<file path="config.mk">
export PLATFORM = sky130hd
export DESIGN_NAME = spi_txn_engine
export DESIGN_NICKNAME = d
export VERILOG_FILES = /design/src/rtl/apb_spi_pkg.sv /design/src/rtl/spi_sclk_gen.sv /design/src/rtl/spi_txn_engine.sv
export SDC_FILE = /design/constraint.sdc
export NUM_CORES = 1
export LEC_CHECK = 0
export ABC_AREA = 1
export BUFFER_PORTS_ARGS = -buffer_cell sky130_fd_sc_hd__buf_2
export CAP_MARGIN = 20
export CORE_UTILIZATION = 30
export CTS_BUF_LIST = sky130_fd_sc_hd__clkbuf_4 sky130_fd_sc_hd__clkbuf_8
export DETAILED_ROUTE_END_ITERATION = 8
export MAX_ROUTING_LAYER = met4
export SYNTH_ARGS = -nofsm -noshare
export SYNTH_HDL_FRONTEND = slang
export SYNTH_HIERARCHICAL = 1
export SYNTH_SLANG_ARGS = --single-unit
</file>
<file path="constraint.sdc">
create_clock -name clk -period 17.9 [get_ports clk]
set_clock_uncertainty 0.1 [all_clocks]
set_input_delay 0 -clock clk [delete_from_list [all_inputs] [get_ports clk]]
set_output_delay 0 -clock clk [all_outputs]
set_load 0.05 [all_outputs]
</file>
<file path="src/rtl/apb_spi_pkg.sv">
// Shared types and constants for the APB-to-SPI transaction back end.
// Holds the engine state encoding, default opcodes and frame geometry.
package apb_spi_pkg;

    typedef enum logic [1:0] {
        IDLE  = 2'd0,
        SETUP = 2'd1,
        SHIFT = 2'd2,
        GAP   = 2'd3
    } txn_state_t;

    localparam logic [7:0] OP_WR_DEF = 8'h02;
    localparam logic [7:0] OP_RD_DEF = 8'h03;

    localparam int ADDR_W  = 16;
    localparam int DATA_W  = 64;
    localparam int RDATA_W = 8;

    localparam int WR_BITS = 88;
    localparam int RD_BITS = 32;
    localparam int FRAME_W = WR_BITS;

    // Left-aligned frame image; read frames leave zeros behind the address so the dummy bits go out as 0.
    function automatic logic [FRAME_W-1:0] build_frame(
        input logic              rd,
        input logic [7:0]        op_wr,
        input logic [7:0]        op_rd,
        input logic [ADDR_W-1:0] addr,
        input logic [DATA_W-1:0] data
    );
        logic [FRAME_W-1:0] frame;
        if (rd) begin
            frame = {op_rd, addr, {DATA_W{1'b0}}};
        end else begin
            frame = {op_wr, addr, data};
        end
        return frame;
    endfunction

endpackage

</file>
<file path="src/rtl/spi_sclk_gen.sv">
// SCLK phase divider: counts CLK_DIV cycles per phase and flags the phase edges.
// Every enabled run starts with a low phase, so the first tick is always a rise.
module spi_sclk_gen #(
    parameter int CLK_DIV = 4
) (
    input  logic clk,
    input  logic reset,
    input  logic en,
    output logic rise_tick,
    output logic fall_tick
);

    localparam logic [7:0] DIV_M1 = 8'(CLK_DIV - 1);

    logic [7:0] div_cnt;
    logic       phase_hi;
    logic       phase_end;

    assign phase_end = en && (div_cnt == DIV_M1);
    assign rise_tick = phase_end && !phase_hi;
    assign fall_tick = phase_end && phase_hi;

    always_ff @(posedge clk or posedge reset) begin
        if (reset) begin
            div_cnt  <= 8'd0;
            phase_hi <= 1'b0;
        end else if (!en) begin
            div_cnt  <= 8'd0;
            phase_hi <= 1'b0;
        end else if (phase_end) begin
            div_cnt  <= 8'd0;
            phase_hi <= !phase_hi;
        end else begin
            div_cnt  <= div_cnt + 8'd1;
        end
    end

endmodule

</file>
<file path="src/rtl/spi_txn_engine.sv">
// Runs one APB slave access as a single mode-0 SPI frame and returns the read byte.
// FSM, shift registers and bit counter live here; phase timing comes from spi_sclk_gen.
module spi_txn_engine
    import apb_spi_pkg::*;
#(
    parameter int         CLK_DIV = 4,
    parameter logic [7:0] OP_WR   = OP_WR_DEF,
    parameter logic [7:0] OP_RD   = OP_RD_DEF
) (
    input  logic               clk,
    input  logic               reset,
    input  logic               req,
    input  logic               R_W,
    input  logic [ADDR_W-1:0]  in_addr,
    input  logic [DATA_W-1:0]  in_data,
    output logic               busy,
    output logic               done,
    output logic [RDATA_W-1:0] rdata,
    output logic               sclk,
    output logic               cs_n,
    output logic               mosi,
    input  logic               miso
);

    localparam logic [6:0] WR_CNT = 7'(WR_BITS);
    localparam logic [6:0] RD_CNT = 7'(RD_BITS);

    txn_state_t         state;
    logic [6:0]         bit_cnt;
    logic               is_rd;
    logic [FRAME_W-1:0] sreg;
    logic [RDATA_W-1:0] rx_sreg;
    logic [FRAME_W-1:0] frame_load;
    logic               sclk_en;
    logic               rise_tick;
    logic               fall_tick;
    logic               accept;
    logic               rx_sample;

    assign frame_load = build_frame(R_W, OP_WR, OP_RD, in_addr, in_data);
    assign sclk_en    = (state != IDLE);
    assign accept     = (state == IDLE) && req;
    // A rise tick either starts a bit (SETUP or mid-frame) or, with no bits left, closes the frame.
    assign rx_sample  = rise_tick && ((state == SETUP) || ((state == SHIFT) && (bit_cnt != 7'd0)));

    spi_sclk_gen #(
        .CLK_DIV (CLK_DIV)
    ) u_sclk_gen (
        .clk       (clk),
        .reset     (reset),
        .en        (sclk_en),
        .rise_tick (rise_tick),
        .fall_tick (fall_tick)
    );

    always_ff @(posedge clk) begin
        if (accept) begin
            sreg <= frame_load;
        end else if ((state == SHIFT) && fall_tick) begin
            sreg <= {sreg[FRAME_W-2:0], 1'b0};
        end
        if (rx_sample) begin
            rx_sreg <= {rx_sreg[RDATA_W-2:0], miso};
        end
    end

    always_ff @(posedge clk or posedge reset) begin
        if (reset) begin
            state   <= IDLE;
            busy    <= 1'b0;
            done    <= 1'b0;
            rdata   <= '0;
            sclk    <= 1'b0;
            cs_n    <= 1'b1;
            mosi    <= 1'b0;
            bit_cnt <= 7'd0;
            is_rd   <= 1'b0;
        end else begin
            done <= 1'b0;
            case (state)
                IDLE: begin
                    if (req) begin
                        state   <= SETUP;
                        busy    <= 1'b1;
                        cs_n    <= 1'b0;
                        sclk    <= 1'b0;
                        mosi    <= frame_load[FRAME_W-1];
                        is_rd   <= R_W;
                        bit_cnt <= R_W ? RD_CNT : WR_CNT;
                    end
                end
                SETUP: begin
                    if (rise_tick) begin
                        state <= SHIFT;
                        sclk  <= 1'b1;
                    end
                end
                SHIFT: begin
                    if (fall_tick) begin
                        sclk <= 1'b0;
                        mosi <= sreg[FRAME_W-2];
                        if (bit_cnt != 7'd0) begin
                            bit_cnt <= bit_cnt - 7'd1;
                        end
                    end else if (rise_tick) begin
                        if (bit_cnt == 7'd0) begin
                            state <= GAP;
                            cs_n  <= 1'b1;
                            mosi  <= 1'b0;
                            done  <= 1'b1;
                            if (is_rd) begin
                                rdata <= rx_sreg;
                            end
                        end else begin
                            sclk <= 1'b1;
                        end
                    end
                end
                GAP: begin
                    // The divider keeps running here, so its next tick marks the end of the gap.
                    if (rise_tick || fall_tick) begin
                        state <= IDLE;
                        busy  <= 1'b0;
                    end
                end
                default: begin
                    state <= IDLE;
                end
            endcase
        end
    end

endmodule

</file>
Word-level counts from Yosys, hierarchy flattened
Index checks and enable logic that the tools add are counted.
Word-level totals
  output and inout port bits: 13
  word-level logic and storage cells: 99
  input port bits: 85
  RAM bits: 0
  latch bits: 0
  register bits: 127
  ROM bits: 0
  memories kept: 0
Operators by class
  div/mod/pow operators: 0
  order comparisons: 0
  shifts and indexed selects: 0
  multiply operators: 0
  muxes and demuxes: 41
  equality and inequality tests: 16
  reductions and logical operators: 26
  bitwise logic cells: 1
  $add $sub $neg: 2
Operators by type and width (count)
  87-bit 2-to-1 mux: 2
  81-bit 2-to-1 mux: 1
  7-bit 2-to-1 mux: 4
  1-bit 2-to-1 mux: 20
  8-bit 2-to-1 mux: 2
  5-bit AND reduction: 3
  2-bit != test, second input constant: 7
  7-bit case mux with 2 select lines: 1
  2-bit 2-to-1 mux: 6
  8-bit by 1-bit adder with 8-bit output, second input constant: 1
  8-bit by 2-bit equality test with 1-bit output, second input constant: 1
  2-bit case mux with 4 select lines: 1
  4-bit AND reduction: 2
  2-bit nonzero test: 4
  1-bit logical AND: 7
  7-bit logical NOT: 1
  7-bit nonzero test: 1
  7-bit by 1-bit subtractor with 7-bit output, second input constant: 1
  3-bit != test, second input constant: 2
  1-bit case mux with 2 select lines: 3
  6-bit AND reduction: 1
  2-bit equality test, second input constant: 2
  2-bit by 1-bit != test with 1-bit output, second input constant: 2
  3-bit by 2-bit != test with 1-bit output, second input constant: 1
  other kinds (9): 10

Longest topological paths before layout
  depth after elaboration: 6
  gate-level depth with buffers: 12
  depth with buffers taken out: 12

Modules after synthesis
Netlist, hierarchy kept.
By module, submodules not included
  spi_txn_engine: instances 1, cells each 414, area an instance 5086.1 um^2, sequential area each 3429.5 um^2
  spi_sclk_gen: instances 1, cells each 70, area an instance 528.0 um^2, sequential area each 225.2 um^2

Worst setup path after synthesis
OpenSTA, ideal clock, no wires.
  path type: flip-flop to flip-flop
  from: register state[0]
  to: register sreg[0], enable pin
  period minus slack after synthesis: 8152 ps
  path buffers: 0
  arrival: 7399 ps
  setup time: 653 ps
  setup slack: 9748 ps
  cell stages (with the launch flop): 8
  path through: dfrtp_1 > inv_1 > ha_1 > inv_1 > inv_1 > nor3_2 > inv_1 > o21ai_0
Between the ends
  word-level cells in the longest chain between the ends: 5
  elaborated cells between the ends (all ways): 8
  classes of those cells: 1 x eq/ne; 7 x reduce/logical
Ends and longest elaborated chain
  start: declaration: line spi_txn_engine.sv:28  | txn_state_t state;
  start signal: assignment: line spi_txn_engine.sv:69  | state <= IDLE;
  start signal: assignment: line spi_txn_engine.sv:83  | state <= SETUP;
  start signal: assignment: line spi_txn_engine.sv:94  | state <= SHIFT;
  2-bit nonzero test: line spi_txn_engine.sv:41  | assign sclk_en = (state != IDLE);
  named net sclk_en: line spi_txn_engine.sv:34  | logic sclk_en;
  1-bit logical AND: line spi_sclk_gen.sv:19  | assign phase_end = en && (div_cnt == DIV_M1);
  1-bit logical AND: line spi_sclk_gen.sv:21  | assign fall_tick = phase_end && phase_hi;
  named net fall_tick: line spi_txn_engine.sv:36  | logic fall_tick;
  1-bit logical AND: line spi_txn_engine.sv:59  | end else if ((state == SHIFT) && fall_tick) begin
  2-bit nonzero test (no line)
  end signal: assignment: line spi_txn_engine.sv:58  | sreg <= frame_load;
  end signal: assignment: line spi_txn_engine.sv:60  | sreg <= {sreg[FRAME_W-2:0], 1'b0};
  end: declaration: line spi_txn_engine.sv:31  | logic [FRAME_W-1:0] sreg;
The timed path passes the listed nets, and every way through them passes these cells.
A chain may end at the register's enable or synchronous reset.

Worst setup path after layout
  from: register state[0]
  to: register sreg[81], data pin
Between the ends
  word-level cells in the longest chain between the ends: 3
Ends and longest elaborated chain
  2-bit logical NOT: line spi_txn_engine.sv:42  | assign accept = (state == IDLE) && req;
  1-bit logical AND: line spi_txn_engine.sv:42
  87-bit 2-to-1 mux: line spi_txn_engine.sv:57  | if (accept) begin
No other way between the ends.

==> flow_summary.ini <==
[routing]
dr.pass1.iters = 6
drc = 4
via_count = 4159
via_per_inst = 4.57
drt_wl_total_mm = 12.1
wl_per_cell_um = 13.3
drtAntennaViolNets = 0
drtIter0Drc = 208

[setup_path]
crit_path_end_kind = flip-flop
worst-path-buf-inv = 3
r2r_slack_ns = 15.06
startpoint_type = flip-flop
slowest_delay_ns = 0.66
worstPathMaxFanout = 84
cpLargestDelayFamily = buffers and inverters
path_cells = inv_1, ha_1, nand2_2, buf_4, inv_1, or2_2
arrival_ns = 2.93
critical_path_required_ns = 17.99
slowest_stage = buf_4
crit_top_cell = inv_1
critPathKind = reg -> reg

[cells_and_area]
area_delta_synth_final_pct = 35.7
nNetsFinal = 763
fin_util_pct = 42.0
fin_area_mm2 = 0.00762
num_antenna_cells = 0
layout-drive-gt1-share_pct = 23.8

[grt]
grt_pass1_vias = 4181
grt_usage_pct = 13.7
grt_pass1_wl_mm = 20.2
grt_antenna_before_repair = 0
grt_max_degree = 88
grt_overflow = 0

[placement]
gp_congestion = 0.832
io_buffers = 97
hpwl_mm = 7.30
dpl_cell_area_mm2 = 0.00631

[clock_network]
cts_tree = built
ctsResizeCount = 0
numClockSinks = 127
clockBufferDepth = 2
insertion_delay_ns = 0.45
cts-buffers-inserted = 17
cts_root_buf = clkbuf_8
h-tree-depth = 4
clk_pin_slew_ns = 0.07

[timing]
drv_slew = 0
rsz0062_at_grt = no
hold_viol = 0
fin_crit_sh_pct = 15.9
tns_ns = 0
hold_ws_ns = 0.168
worst_pin_slew_ns = 0.933
relSlewSlack_pct = 37.8
max_freq_mhz = 352
period_needed_ns = 2.84
setup_viol = 0

[floorplan]
start_util_pct = 30.9
die_area_mm2 = 0.0193
fp.dieH_um = 139
fp.dieW_um = 139
ioPinCount = 98
rows = 49
coreArea_mm2 = 0.0181

[synth]
ys_seq_area_share_pct = 65.1
synth_seq_cells = 127
synth-async-reset-ratio_pct = 25.2
synth_edf_count = 95
synth.most_common_cell = nand2_1
ys_types = 32
yosys-top-cells-count = nand2_1, edfxtp_1, a22o_1
ys.flop_type = edfxtp_1
synth_area_mm2 = 0.00561
ys_warn_count = 6
netlist_instances = 484
syn_avg_cell_area_um2 = 11.6
yosys.area.top_type = edfxtp_1
syn-num-nets = 578
yosysTopAreaCellShare_pct = 50.8
ys_top_cells_by_area = edfxtp_1, dfrtp_1, a22o_1

[power]
p_per_area_mw_per_mm2 = 137
vdd_drop_max_mv = 0.0798
p_leak_nw = 3.26
total_power_mw = 1.04

[outcome]
failed_checks = DRC
status = finished, violations left

[job]
maxCapViolCount = 0

[worst_hold_path]
hold_class = in -> reg
[placed cells by master (no fill, tap or decap), types with 4 or more instances in the layout]
cell type | synthesis | routed
nand2_2 | 5 | 6
nand3_1 | 16 | 16
nand2_1 | 108 | 107
buf_2 | 10 | 97
ha_1 | 9 | 9
edfxtp_1 | 95 | 95
o21ai_2 | 8 | 8
dlygate4sd3_1 | 0 | 86
nor2_2 | 4 | 4
clkbuf_8 | 0 | 17
inv_1 | 45 | 45
nand4_1 | 4 | 4
nor2_1 | 45 | 44
a22o_1 | 63 | 63
clkinvlp_4 | 0 | 4
o21ai_0 | 11 | 10
dfrtp_1 | 31 | 31
[metrics by stage]
| stage | std cells | setup WS, ns |
|---|---|---|
| 3_3_place_gp | 792 | 14.99 |
| 5_1_grt | 911 | 14.81 |
| 4_1_cts | 910 | 14.86 |
| 6_report | 911 | 15.06 |
| 2_1_floorplan | 484 | 9.75 |
| 3_5_place_dp | 792 | 14.86 |
[layout make-up]
cell class | count | area (um2)
inverters | 46 | 173
repair buffers | 187 | 1400
clock inverters | 13 | 165
multi-input cells | 290 | 1690
well taps | 229 | 287
clock buffers | 19 | 249
flip-flops and latches | 127 | 3650
fillers | 1710 | 10500
[worst register-to-register path: stages, from the launching register on]
cell and delay [ns]:
dfrtp_1 0.42, inv_1 0.08, ha_1 0.26, nand2_2 0.07, buf_4 0.66, inv_1 0.57
or2_2 0.42
[registers in the layout, summed over array words and instances, names as in the netlist, 2 cells and up]
signal              cells
sreg                   87
rdata                   8
rx_sreg                 8
u_sclk_gen/div_cnt      8
bit_cnt                 7
state                   2
[power breakdown]
part | total, mW | switching, mW | internal [mW]
clock | 0.259 | 0.118 | 0.141
combinational | 0.316 | 0.190 | 0.125
sequential | 0.465 | 0.0375 | 0.428
total | 1.04 | 0.346 | 0.694
[path summary, 6_finish.rpt]
kind,cells after the start,startpoint,to
worst min register to register,0,rx_sreg[2]$_DFFE_PP_,rx_sreg[3]$_DFFE_PP_
worst max register to register,6,state[0]$_DFFE_PP0P_,sreg[81]$_SDFFCE_PP1P_
worst min-delay path,2,miso,rx_sreg[0]$_DFFE_PP_
worst max-delay path,6,state[0]$_DFFE_PP0P_,sreg[81]$_SDFFCE_PP1P_
min in group asynchronous,3,reset,done$_DFF_PP0_
max in group asynchronous,4,reset,u_sclk_gen/div_cnt[1]$_DFF_PP0_
[layer usage]
layer  global-route usage (%)  up-vias  routed length [um]
met2                     20.3      132                5530
met1                     17.7     1949                5750
met4                     4.56        0                 174
met3                     4.45       24                 680
li1                         -     2054                   -
met5                        -        -                   0
[kinds of logic after synthesis]
logic type	Yosys count	synth area share, %
flops	127	65.1
fa+ha+maj	9	2.01
buf+inv	67	5.13
simple gates	191	14.7
xor+xnor	4	0.624
compound gates	86	12.4
[repair_timing]
item                                   4_1_cts  5_1_grt
endpoints found under the hold margin      116        0
setup endpoints to repair                    0        0
setup buffers                                0        0
hold buffers                                86        0
Power figures use the tool's default switching activity.
